### config.mk
export PLATFORM = sky130hd
export DESIGN_NAME = aes_ctrl_ti2_flat
export DESIGN_NICKNAME = d
export VERILOG_FILES = /design/src/rtl/aes_ctrl_ti2_pkg.sv /design/src/rtl/aes_ctrl_ti2_if.sv /design/src/rtl/aes_ctrl_ti2_rcon_gen.sv /design/src/rtl/aes_ctrl_ti2.sv /design/src/flat_wrapper.sv
export SDC_FILE = /design/constraint.sdc
export NUM_CORES = 1
export LEC_CHECK = 0
export ABC_AREA = 0
export CAP_MARGIN = 30
export CORE_UTILIZATION = 54
export DETAILED_ROUTE_END_ITERATION = 12
export PLACE_DENSITY = 0.84
export SYNTH_ARGS = -nofsm -noshare
export SYNTH_HDL_FRONTEND = slang
export SYNTH_HIERARCHICAL = 1
export SYNTH_SLANG_ARGS = --single-unit
### constraint.sdc
create_clock -name ClkxCI -period 3.4 [get_ports ClkxCI]
set_input_delay 0.51 -clock ClkxCI [delete_from_list [all_inputs] [get_ports ClkxCI]]
set_output_delay 0.51 -clock ClkxCI [all_outputs]
set_load 0.1 [all_outputs]
### src/rtl/aes_ctrl_ti2_pkg.sv
//------------------------------------------------------------------------------
// aes_ctrl_ti2_pkg : shared types and constants for the two-share AES controller
// Revision: 1.0
//------------------------------------------------------------------------------
`default_nettype none

package aes_ctrl_ti2_pkg;

    typedef enum logic [2:0] {
        ST_IDLE  = 3'd0,
        ST_LOAD  = 3'd1,
        ST_RBYTE = 3'd2,
        ST_MIX   = 3'd3,
        ST_OUT   = 3'd4
    } state_t;

    localparam int         BYTES_PER_STATE = 16;
    localparam int         MIX_CYCLES      = 4;
    localparam logic [7:0] RCON_INIT       = 8'h01;
    localparam logic [7:0] RCON_POLY       = 8'h1B;

    localparam logic [1:0] SEL_LOAD = 2'b00;
    localparam logic [1:0] SEL_SBOX = 2'b01;
    localparam logic [1:0] SEL_ZERO = 2'b11;

    // GF(2^8) multiply-by-x, used to step the round constant.
    function automatic logic [7:0] xtime(input logic [7:0] b);
        return {b[6:0], 1'b0} ^ (b[7] ? RCON_POLY : 8'h00);
    endfunction

endpackage

`default_nettype wire

### src/rtl/aes_ctrl_ti2_if.sv
//------------------------------------------------------------------------------
// aes_ctrl_ti2_if : handshake and strobe bundle between controller and datapath
// Revision: 1.0
//------------------------------------------------------------------------------
`default_nettype none

interface aes_ctrl_ti2_if;
    logic       StartxSI;
    logic       BusyxSO;
    logic       DonexSO;
    logic       ShiftRowsxSO;
    logic       MixColumnsxSO;
    logic       NineRoundxSO;
    logic [1:0] SelInxSO;
    logic [3:0] ByteCntxDO;
    logic [3:0] RoundxDO;
    logic [7:0] RconxDO;
    logic       KeyEnxSO;
    logic       OutValidxSO;

    modport master (
        output StartxSI,
        input  BusyxSO, DonexSO, ShiftRowsxSO, MixColumnsxSO, NineRoundxSO,
               SelInxSO, ByteCntxDO, RoundxDO, RconxDO, KeyEnxSO, OutValidxSO
    );

    modport slave (
        input  StartxSI,
        output BusyxSO, DonexSO, ShiftRowsxSO, MixColumnsxSO, NineRoundxSO,
               SelInxSO, ByteCntxDO, RoundxDO, RconxDO, KeyEnxSO, OutValidxSO
    );
endinterface

`default_nettype wire

### src/rtl/aes_ctrl_ti2_rcon_gen.sv
//------------------------------------------------------------------------------
// aes_ctrl_ti2_rcon_gen : registered AES round constant with load/advance
// Revision: 1.0
//------------------------------------------------------------------------------
`default_nettype none

module aes_ctrl_ti2_rcon_gen
    import aes_ctrl_ti2_pkg::*;
(
    input  wire logic       clk,
    input  wire logic       rst_n,
    input  wire logic       load,
    input  wire logic       advance,
    output logic      [7:0] rcon
);

    always_ff @(posedge clk or negedge rst_n) begin
        if (!rst_n) begin
            rcon <= RCON_INIT;
        end else if (load) begin
            rcon <= RCON_INIT;
        end else if (advance) begin
            rcon <= xtime(rcon);
        end
    end

endmodule

`default_nettype wire

### src/rtl/aes_ctrl_ti2.sv
//------------------------------------------------------------------------------
// aes_ctrl_ti2 : sequencer for the byte-serial two-share threshold AES-128 core
// Revision: 1.0
//------------------------------------------------------------------------------
`default_nettype none

module aes_ctrl_ti2
    import aes_ctrl_ti2_pkg::*;
#(
    parameter int NUM_ROUNDS = 10,
    parameter int SR_BYTE    = 15
) (
    input  wire logic     ClkxCI,
    input  wire logic     RstxBI,
    aes_ctrl_ti2_if.slave ctrl
);

    localparam logic [3:0] LAST_BYTE  = 4'(BYTES_PER_STATE - 1);
    localparam logic [3:0] MIX_LAST   = 4'(MIX_CYCLES - 1);
    localparam logic [3:0] LAST_ROUND = 4'(NUM_ROUNDS - 1);
    localparam logic [3:0] SR_IDX     = 4'(SR_BYTE);

    state_t     state, state_nxt;
    logic [3:0] byte_cnt, cnt_nxt;
    logic [3:0] round, round_nxt;
    logic       rcon_load, rcon_adv, done_nxt;
    logic       busy, done, shift_rows, mix_cols, nine, key_en, out_valid;
    logic [1:0] sel_in;
    logic [7:0] rcon;

    always_comb begin
        state_nxt = state;
        cnt_nxt   = byte_cnt;
        round_nxt = round;
        rcon_load = 1'b0;
        rcon_adv  = 1'b0;
        done_nxt  = 1'b0;
        case (state)
            ST_IDLE: begin
                if (ctrl.StartxSI) begin
                    state_nxt = ST_LOAD;
                    cnt_nxt   = 4'd0;
                    round_nxt = 4'd0;
                    rcon_load = 1'b1;
                end
            end
            ST_LOAD: begin
                cnt_nxt = byte_cnt + 4'd1;
                if (byte_cnt == LAST_BYTE) begin
                    state_nxt = ST_RBYTE;
                    cnt_nxt   = 4'd0;
                end
            end
            ST_RBYTE: begin
                cnt_nxt = byte_cnt + 4'd1;
                if (byte_cnt == LAST_BYTE) begin
                    state_nxt = ST_MIX;
                    cnt_nxt   = 4'd0;
                end
            end
            ST_MIX: begin
                cnt_nxt = byte_cnt + 4'd1;
                if (byte_cnt == MIX_LAST) begin
                    cnt_nxt = 4'd0;
                    if (round == LAST_ROUND) begin
                        state_nxt = ST_OUT;
                    end else begin
                        state_nxt = ST_RBYTE;
                        round_nxt = round + 4'd1;
                        rcon_adv  = 1'b1;
                    end
                end
            end
            ST_OUT: begin
                cnt_nxt = byte_cnt + 4'd1;
                if (byte_cnt == LAST_BYTE) begin
                    state_nxt = ST_IDLE;
                    cnt_nxt   = 4'd0;
                    done_nxt  = 1'b1;
                end
            end
            default: begin
                state_nxt = ST_IDLE;
                cnt_nxt   = 4'd0;
            end
        endcase
    end

    // Strobes are decoded from the next state so they line up with the
    // registered state and counters in the same cycle.
    always_ff @(posedge ClkxCI or negedge RstxBI) begin
        if (!RstxBI) begin
            state      <= ST_IDLE;
            byte_cnt   <= 4'd0;
            round      <= 4'd0;
            busy       <= 1'b0;
            done       <= 1'b0;
            shift_rows <= 1'b0;
            mix_cols   <= 1'b0;
            nine       <= 1'b0;
            key_en     <= 1'b0;
            out_valid  <= 1'b0;
            sel_in     <= SEL_LOAD;
        end else begin
            state      <= state_nxt;
            byte_cnt   <= cnt_nxt;
            round      <= round_nxt;
            busy       <= (state_nxt != ST_IDLE);
            done       <= done_nxt;
            shift_rows <= (state_nxt == ST_RBYTE) && (cnt_nxt == SR_IDX);
            mix_cols   <= (state_nxt == ST_MIX);
            nine       <= (state_nxt == ST_MIX) && (round_nxt == LAST_ROUND);
            key_en     <= (state_nxt == ST_LOAD) || (state_nxt == ST_RBYTE) ||
                          (state_nxt == ST_OUT);
            out_valid  <= (state_nxt == ST_OUT);
            case (state_nxt)
                ST_RBYTE, ST_MIX: sel_in <= SEL_SBOX;
                ST_OUT:           sel_in <= SEL_ZERO;
                default:          sel_in <= SEL_LOAD;
            endcase
        end
    end

    aes_ctrl_ti2_rcon_gen u_rcon_gen (
        .clk     (ClkxCI),
        .rst_n   (RstxBI),
        .load    (rcon_load),
        .advance (rcon_adv),
        .rcon    (rcon)
    );

    assign ctrl.BusyxSO       = busy;
    assign ctrl.DonexSO       = done;
    assign ctrl.ShiftRowsxSO  = shift_rows;
    assign ctrl.MixColumnsxSO = mix_cols;
    assign ctrl.NineRoundxSO  = nine;
    assign ctrl.SelInxSO      = sel_in;
    assign ctrl.ByteCntxDO    = byte_cnt;
    assign ctrl.RoundxDO      = round;
    assign ctrl.RconxDO       = rcon;
    assign ctrl.KeyEnxSO      = key_en;
    assign ctrl.OutValidxSO   = out_valid;

endmodule

`default_nettype wire

### src/flat_wrapper.sv
// flat-port wrapper written by rule: the top's interface ports become plain ports
module aes_ctrl_ti2_flat import aes_ctrl_ti2_pkg::*;
#(
    parameter int NUM_ROUNDS = 10,
    parameter int SR_BYTE    = 15
)
  (ClkxCI, RstxBI, ctrl_StartxSI, ctrl_BusyxSO, ctrl_DonexSO, ctrl_ShiftRowsxSO, ctrl_MixColumnsxSO, ctrl_NineRoundxSO, ctrl_SelInxSO, ctrl_ByteCntxDO, ctrl_RoundxDO, ctrl_RconxDO, ctrl_KeyEnxSO, ctrl_OutValidxSO);
  aes_ctrl_ti2_if ctrl_i ();
  input  wire logic ClkxCI;
  input  wire logic RstxBI;
  input wire logic [$bits(ctrl_i.StartxSI)-1:0] ctrl_StartxSI;
  output wire logic [$bits(ctrl_i.BusyxSO)-1:0] ctrl_BusyxSO;
  output wire logic [$bits(ctrl_i.DonexSO)-1:0] ctrl_DonexSO;
  output wire logic [$bits(ctrl_i.ShiftRowsxSO)-1:0] ctrl_ShiftRowsxSO;
  output wire logic [$bits(ctrl_i.MixColumnsxSO)-1:0] ctrl_MixColumnsxSO;
  output wire logic [$bits(ctrl_i.NineRoundxSO)-1:0] ctrl_NineRoundxSO;
  output wire logic [$bits(ctrl_i.SelInxSO)-1:0] ctrl_SelInxSO;
  output wire logic [$bits(ctrl_i.ByteCntxDO)-1:0] ctrl_ByteCntxDO;
  output wire logic [$bits(ctrl_i.RoundxDO)-1:0] ctrl_RoundxDO;
  output wire logic [$bits(ctrl_i.RconxDO)-1:0] ctrl_RconxDO;
  output wire logic [$bits(ctrl_i.KeyEnxSO)-1:0] ctrl_KeyEnxSO;
  output wire logic [$bits(ctrl_i.OutValidxSO)-1:0] ctrl_OutValidxSO;
  assign ctrl_i.StartxSI = ctrl_StartxSI;
  assign ctrl_BusyxSO = ctrl_i.BusyxSO;
  assign ctrl_DonexSO = ctrl_i.DonexSO;
  assign ctrl_ShiftRowsxSO = ctrl_i.ShiftRowsxSO;
  assign ctrl_MixColumnsxSO = ctrl_i.MixColumnsxSO;
  assign ctrl_NineRoundxSO = ctrl_i.NineRoundxSO;
  assign ctrl_SelInxSO = ctrl_i.SelInxSO;
  assign ctrl_ByteCntxDO = ctrl_i.ByteCntxDO;
  assign ctrl_RoundxDO = ctrl_i.RoundxDO;
  assign ctrl_RconxDO = ctrl_i.RconxDO;
  assign ctrl_KeyEnxSO = ctrl_i.KeyEnxSO;
  assign ctrl_OutValidxSO = ctrl_i.OutValidxSO;
  aes_ctrl_ti2 #(.NUM_ROUNDS(NUM_ROUNDS), .SR_BYTE(SR_BYTE)) u_core (.ClkxCI(ClkxCI), .RstxBI(RstxBI), .ctrl(ctrl_i));
endmodule
== Yosys cells after proc, flatten, opt, wreduce, memory -nomap -nowiden ==
Index checks and enable logic that the tools add are counted.

* Bits in registers: 28
* Input bits: 3
* Output and inout bits: 25
* Logic and storage cells: 63

* Add/sub/neg operators: 2
* Eq/ne operators: 13
* Multiplexer cells: 26
* Bitwise logic cells: 1
* Reductions and logical operators: 9

{| class="wikitable"
|+ Operators by type and width
! operator !! count
|-
| 4-bit 2-to-1 mux || 6
|-
| 3-bit 2-to-1 mux || 6
|-
| 4-bit == test, second input constant || 4
|-
| 8-bit 2-to-1 mux || 2
|-
| 3-bit one-hot mux with 5 select lines || 1
|-
| 3-bit by 2-bit == test with 1-bit output, second input constant || 4
|-
| 4-bit one-hot mux with 3 select lines || 1
|-
| 4-bit by 1-bit adder with 4-bit output, second input constant || 2
|-
| 4-bit one-hot mux with 2 select lines || 1
|-
| 8-bit by 5-bit XOR with 8-bit output || 1
|-
| 1-bit 2-to-1 mux || 7
|-
| 3-bit by 1-bit == test with 1-bit output, second input constant || 2
|-
| 3-bit == test, second input constant || 2
|-
| 5-bit 2-to-1 mux || 1
|-
| 4-bit by 2-bit == test with 1-bit output, second input constant || 1
|-
| 2-bit one-hot mux with 2 select lines || 1
|-
| 3-bit zero test || 1
|-
| 3-bit nonzero test || 1
|-
| 3-bit OR reduction || 1
|-
| 1-bit logical AND || 2
|-
| 1-bit logical OR || 2
|-
| 2-bit nonzero test || 1
|-
| 2-bit OR reduction || 1
|}

== Logic depth before layout (Yosys ltp) ==
Gate-level depths: netlist of the first run.

* Word-level depth: 7
* Depth in mapped cells: 8
* Depth with buffers taken out: 8

== Cells and area by module ==
Netlist of the first run, hierarchy kept.

{| class="wikitable"
|+ Modules (own cells, without submodules)
! module !! instances !! cells each !! area each (um2) !! seq. area each (um2)
|-
| aes_ctrl_ti2 || 1 || 99 || 993.5 || 475.5
|-
| aes_ctrl_ti2_rcon_gen || 1 || 30 || 349.1 || 201.4
|}

== Worst setup path after synthesis of the first run ==
OpenSTA, ideal clock, no wires.

* Path type: reg-to-reg
* Start: register u_core.byte_cnt[1] (netlist: u_core/ctrl.ByteCntxDO[1])
* End: register u_core.u_rcon_gen.rcon[4]
* Library setup time: 0.094 ns
* Arrival time: 2.294 ns
* Required time: 3.306 ns
* Slack: 1.012 ns
* Cell stages (with the launch flop): 8
* Path buffers: 1
* Period minus slack after synthesis: 2.388 ns
* Cell sequence: dfrtp_1 ha_1 and4bb_2 nand3_2 inv_1 buf_4 nor2_1 a211oi_1

* Longest elaborated chain between the ends: 4

{| class="wikitable"
|+ Ends and longest elaborated chain
! what !! line !! source
|-
| from (decl) || aes_ctrl_ti2.sv:24 || <nowiki>logic [3:0] byte_cnt, cnt_nxt;</nowiki>
|-
| from (signal assigned) || aes_ctrl_ti2.sv:106 || <nowiki>byte_cnt <= cnt_nxt;</nowiki>
|-
| 4-bit by 2-bit == test with 1-bit output || aes_ctrl_ti2.sv:63 || <nowiki>if (byte_cnt == MIX_LAST) begin</nowiki>
|-
| 1-bit 2-to-1 mux || aes_ctrl_ti2.sv:63 ||
|-
| 1-bit 2-to-1 mux || aes_ctrl_ti2.sv:38 || <nowiki>case (state)</nowiki>
|-
| net u_core.rcon_adv || aes_ctrl_ti2.sv:26 || <nowiki>logic rcon_load, rcon_adv, done_nxt;</nowiki>
|-
| 2-bit nonzero test (no line) || - ||
|-
| to (signal assigned) || aes_ctrl_ti2_rcon_gen.sv:23 || <nowiki>rcon <= xtime(rcon);</nowiki>
|-
| to (decl) || aes_ctrl_ti2_rcon_gen.sv:14 || <nowiki>output logic [7:0] rcon</nowiki>
|}

The timed path passes the listed nets, and every way through them passes these cells.
A chain may end at the register's enable or synchronous reset.

== Final worst setup path of the first run ==
* Start: register u_core.byte_cnt[3] (netlist: u_core/ctrl.ByteCntxDO[3])
* End: output ctrl_ByteCntxDO[3]

{| class="wikitable"
|+ RTL lines
! what !! line !! source
|-
| to (decl) || flat_wrapper.sv:18 || <nowiki>output wire logic [$bits(ctrl_i.ByteCntxDO)-1:0] ctrl_ByteCntxDO;</nowiki>
|}

No word-level cell between the ends.

==> results.yml, run 1 <==
setup_path:
  crit_arrival_ns: 2.04
  critPathBufInv: 1
  critPathCaptureType: "primary output"
  crit_path_max_incr_delay_ns: 1.20
  critPathRequiredTime_ns: 2.89
  slowest_stage: "clkdlybuf4s50_1"
  crit_type: "reg -> out"
  worstPathCellList: "clkdlybuf4s50_1"
  cp-start-kind: "register"
  crit_family: "buffers and inverters"
  critPathMaxFanout: 10
synthesis:
  avgSynthCellArea_um2: 10.4
  syn_nets: 135
  synth_top_area_frac: 0.485
  synth_compound_area_frac: 0.119
  synth.largest_area_cell: "dfrtp_1"
  synth_cell_types: 41
  synth_fa_ha_area_frac: 0.0280
  syn_area_mm2: 0.00134
  synth_edf_count: 0
  async_reset_ff_frac: 1.00
  synthXorXnorAreaFrac: 0.0326
  yosys.area_share.simple: 0.211
  synth-main-ff-cell: "dfrtp_1"
  syn_inst: 129
  synthTopCellsByArea: "dfrtp_1 48%, nor2_1 3.9%, xnor2_1 3.3%, mux2i_1 3.0%, ha_1 2.8%"
  muxShareOfSynthArea: 0.0382
  synth_seq_cells: 27
  synth_top_family_by_area: "simple AND/OR/NAND/NOR gates"
  ys.warnings.count: 6
  synth_common_cells: "26 x dfrtp_1, 14 x nor2_1, 9 x inv_1"
  synth.most_common_cell: "dfrtp_1"
  seq_area_frac_synth: 0.504
detailed_routing:
  drtIter0Drc: 43
  via_per_inst: 5.70
  avgRoutedWirePerCell_um: 15.4
  drt_wl_total_mm: 2.79
  drc_errors: 0
  drtAntennaViolNets: 0
  routed-via-count: 1031
  drt_pass1_iterations: 4
hold_path:
  holdCritPathClass: "in -> async"
global_routing:
  grt_pass1_vias: 1002
  grt_util_all_layers: 0.239
  grt_max_degree: 28
  grt_first_pass_wirelength_mm: 4.72
  antenna_found_initial: 0
  grt.overflow.total: 0
placement:
  gp_congestion: 0.798
  port_buffers: 27
  hpwl_mm: 2.00
clocking:
  path_clk_slew_ns: 0.14
  hold_buffers: 0
  numCtsBuffers: 3
  cts_repair_resize_count: 0
  cts-root-buf: "clkbuf_4"
  cts_buffer_depth: 2
  clk_latency_ns: 0.32
  cts_tree: "yes"
  cts.sinks: 27
  cts_max_level: 1
  post_cts_buffers: 0
die:
  die_w_um: 51.9
  num_rows: 17
  initial_core_util: 0.590
  dieArea_mm2: 0.00269
  ios: 28
  die_y_um: 51.9
  core_mm2: 0.00228
final_layout:
  syn_to_final_growth_pct: 20.7
  n_fill_cell: 168
  nNetsFinal: 160
  antenna_cells: 0
  multi_input_area_um2: 576
  drive_gt1_frac: 0.111
  final-seq-area_um2: 677
timing:
  rsz0062_at_grt: "no"
  setup_viol: 0
  hold_violations: 0
  post-route-period-util: 0.750
  slew_headroom: 0.341
  fmax_mhz: 392
  tightest_slew_ns: 0.985
  layout_min_cycle_time_ns: 2.55
  fin_skew_ns: 0.00454
  report.final.slew_viol_count: 0
  finalSetupTns_ns: 0
status:
  status: "complete, no violations"
job:
  drv_cap: 0
registers in the layout (all words and copies together), names as in the netlist:
register / count
u_core/ctrl.ShiftRowsxSO: 1
u_core/state: 3
u_core/ctrl.MixColumnsxSO: 1
u_core/ctrl.NineRoundxSO: 1
u_core/ctrl.RoundxDO: 4
u_core/ctrl.ByteCntxDO: 4
u_core/ctrl.SelInxSO: 1
u_core/u_rcon_gen/rcon: 8
u_core/ctrl.KeyEnxSO: 1
u_core/ctrl.OutValidxSO: 1
u_core/ctrl.BusyxSO: 1
u_core/ctrl.DonexSO: 1
per-layer routing:
| layer | wire [µm] | share of wire | vias up | global-route usage |
|---|---|---|---|---|
| met4 | 28 | 0.010 | 0 | 0.0766 |
| met5 | 0 | 0 | - | 0 |
| met2 | 1390 | 0.50 | 36 | 0.395 |
| li1 | - | - | 501 | - |
| met3 | 100 | 0.036 | 4 | 0.0380 |
| met1 | 1270 | 0.46 | 490 | 0.319 |
area by class of cell:
class	instances	share of cell area
multi-input cells	85	0.355
inverters	9	0.0208
clock buffers	4	0.0162
flip-flops and latches	27	0.418
well taps	28	0.0216
repair buffers	28	0.168
cell usage in the layout, fill, tap and decap left out, types with 2 or more instances in the layout:
cell | netlist | routed
dfrtp_1 | 26 | 26
clkdlybuf4s50_1 | 0 | 25
nor2_1 | 14 | 14
inv_1 | 9 | 9
nand3_1 | 7 | 7
o21ai_1 | 6 | 6
nand2_1 | 6 | 6
a21oi_1 | 5 | 5
xnor2_1 | 5 | 5
mux2i_1 | 4 | 4
clkbuf_4 | 0 | 3
buf_4 | 2 | 3
and3_1 | 3 | 3
ha_1 | 3 | 3
a211oi_1 | 3 | 3
nor3_1 | 2 | 2
nand3b_1 | 2 | 2
nor2b_1 | 2 | 2
a31o_2 | 2 | 2
a31oi_1 | 2 | 2
nor3b_2 | 2 | 2
stage by stage:
step	hold WS [ns]	cell area [µm²]	cells	setup slack (ns)	utilization
final	0.535	1620	181	0.851	0.712
after global routing	0.557	1620	181	0.790	0.712
after CTS	0.548	1620	181	0.843	0.712
after detailed placement	0.549	1590	177	1.21	0.700
after global placement	0.528	1590	177	1.26	0.700
after floorplan	0.214	1340	129	1.01	-
cells by family (layout without fill, tap and decap cells):
kind of cell / count (synthesis) / in the layout
fa+ha+maj: 3 / 3
compound gates: 24 / 24
xor+xnor: 5 / 5
simple gates: 48 / 48
flops: 27 / 27
mux: 5 / 5
buf+inv: 17 / 41
worst paths after layout:
check	slack [ns]	depth (start not counted)	startpoint	to
worst max-delay path	0.85	1	u_core/ctrl.ByteCntxDO[3]	ctrl_ByteCntxDO[3]
worst min-delay path	0.54	2	RstxBI	u_core/ctrl.ByteCntxDO[2]
worst max register to register	1.30	6	u_core/ctrl.ByteCntxDO[0]	u_core/u_rcon_gen/rcon[0]
worst min register to register	0.58	1	u_core/ctrl.RoundxDO[2]	u_core/ctrl.RoundxDO[2]
max in group asynchronous	2.56	2	RstxBI	u_core/u_rcon_gen/rcon[0]
min in group ClkxCI	0.58	1	u_core/ctrl.RoundxDO[2]	u_core/ctrl.RoundxDO[2]
Power of run 1 is left out: the tool's default activity adds up to more than one toggle a clock period on the data nets, which glitch-free logic cannot reach.
==> inputs of run 2 (changes only) <==
Settings changed: CORE_UTILIZATION 54 to 50, PLACE_DENSITY 0.84 to 0.78.
Clock period 3.4 ns to 2.65 ns, I/O delays scaled along.
==> results.yml, run 2 (same netlist as run 1, synthesis figures left out) <==
status:
  status: "complete, no violations"
global_routing:
  grt.overflow.total: 0
  grt_util_all_layers: 0.192
  grt_first_pass_wirelength_mm: 3.93
  grt_pass1_vias: 893
  grt_max_degree: 28
  antenna_found_initial: 0
final_layout:
  largest_register_ffs: 8
  drive_gt1_frac: 0.268
  nNetsFinal: 160
  n_fill_cell: 209
  top_register: "u_core/u_rcon_gen/rcon"
  final_area_mm2: 0.00157
  syn_to_final_growth_pct: 16.9
  antenna_cells: 0
  multi_input_area_um2: 576
  instances_no_fill: 183
  final-seq-area_um2: 677
  final_cell_mix: "26 x buf_4, 26 x dfrtp_1, 14 x nor2_1, 9 x inv_1, 7 x nand3_1"
detailed_routing:
  routed-via-count: 1014
  avgRoutedWirePerCell_um: 13.5
  drtAntennaViolNets: 0
  drtIter0Drc: 20
  drc_errors: 0
  drt_wl_total_mm: 2.48
  drt_pass1_iterations: 4
  via_per_inst: 5.54
timing:
  slew_headroom: 0.707
  hold_violations: 0
  fmax_mhz: 484
  finalSetupTns_ns: 0
  report.final.slew_viol_count: 0
  post-route-period-util: 0.780
  tightest_slew_ns: 0.437
  layout_min_cycle_time_ns: 2.07
  fin_skew_ns: 0.00594
  setup_viol: 0
  rsz0062_at_grt: "no"
setup_path:
  crit_family: "simple AND/OR/NAND/NOR gates"
  r2r-start: "u_core/ctrl.ByteCntxDO[0]"
  rr_endpoint: "u_core/u_rcon_gen/rcon[0]"
  critPathMaxFanout: 12
  critPathBufInv: 1
  crit_type: "reg -> reg"
  slowest_stage: "dfrtp_1"
  crit_arrival_ns: 2.34
  cp-start-kind: "register"
  critPathRequiredTime_ns: 2.92
  worstPathCellList: "ha_1 > and4bb_2 > nand3_2 > inv_1 > nor2b_1 > a211o_2"
  crit_path_max_incr_delay_ns: 0.44
  critPathCaptureType: "register"
  rrSetupSlack_ns: 0.58
  reg2regPathDepth: 6
clocking:
  cts_buffer_depth: 2
  path_clk_slew_ns: 0.15
  cts_repair_resize_count: 0
  numCtsBuffers: 3
  clk_latency_ns: 0.33
  hold_buffers: 0
  cts_tree: "yes"
  cts-root-buf: "clkbuf_4"
  cts_max_level: 1
  post_cts_buffers: 0
  cts.sinks: 27
placement:
  dp_cells: 179
  gp_congestion: 0.856
  place_area_mm2: 0.00154
  port_buffers: 27
  hpwl_mm: 1.87
die:
  dieArea_mm2: 0.00290
  core_mm2: 0.00250
  die_w_um: 53.8
  die_y_um: 53.8
  ios: 28
  num_rows: 18
  initial_core_util: 0.537
hold_path:
  holdCritPathClass: "in -> async"
job:
  drv_cap: 0
-- run 2: cell types whose count changed in the layout (fill, tap and decap cells not counted) --
| cell | delta |
|---|---|
| buf_4 | +23 |
| clkdlybuf4s50_1 | -23 |
| clkinvlp_4 | +1 |
| clkbuf_1 | -1 |
-- run 2: final cells by class --
cell class / count / share of cell area
Inverter: 9 / 0.0215
Tap cell: 30 / 0.0239
Multi-Input combinational cell: 85 / 0.367
Sequential cell: 27 / 0.431
Clock buffer: 3 / 0.0144
Clock inverter: 1 / 0.00478
Timing Repair Buffer: 28 / 0.137
-- run 2: worst max path at each step --
stage | to | from | cells past startpoint
6_report | u_core/u_rcon_gen/rcon[0] | u_core/ctrl.ByteCntxDO[0] | 6
3_3_place_gp | u_core/u_rcon_gen/rcon[0] | u_core/ctrl.ByteCntxDO[0] | 6
3_5_place_dp | u_core/u_rcon_gen/rcon[0] | u_core/ctrl.ByteCntxDO[0] | 6
4_1_cts | u_core/u_rcon_gen/rcon[0] | u_core/ctrl.ByteCntxDO[0] | 6
2_1_floorplan | u_core/u_rcon_gen/rcon[4] | u_core/ctrl.ByteCntxDO[1] | 7
5_1_grt | u_core/u_rcon_gen/rcon[1] | u_core/ctrl.ByteCntxDO[0] | 6
-- run 2: worst reg2reg max path, stage by stage (launching register included) --
cell and delay (ns):
dfrtp_1 0.44, ha_1 0.31, and4bb_2 0.33, nand3_2 0.17, inv_1 0.38, nor2b_1 0.09
a211o_2 0.31
-- run 2: per-layer routing --
| layer | GRT usage | vias to the layer above | wire length (µm) |
|---|---|---|---|
| met4 | 0.0965 | 0 | 36 |
| met3 | 0.0395 | 4 | 119 |
| met1 | 0.259 | 481 | 1180 |
| li1 | - | 505 | - |
| met2 | 0.290 | 24 | 1140 |
| met5 | 0 | - | 0 |
-- run 2: stage by stage --
| step | utilization | setup slack, ns | hold slack (ns) |
|---|---|---|---|
| floorplan | - | 0.262 | 0.102 |
| global placement | 0.616 | 0.730 | 0.554 |
| detailed placement | 0.616 | 0.630 | 0.541 |
| CTS | 0.628 | 0.599 | 0.420 |
| global route | 0.628 | 0.422 | 0.450 |
| finish | 0.628 | 0.583 | 0.411 |
Power of run 2 is left out for the same reason.
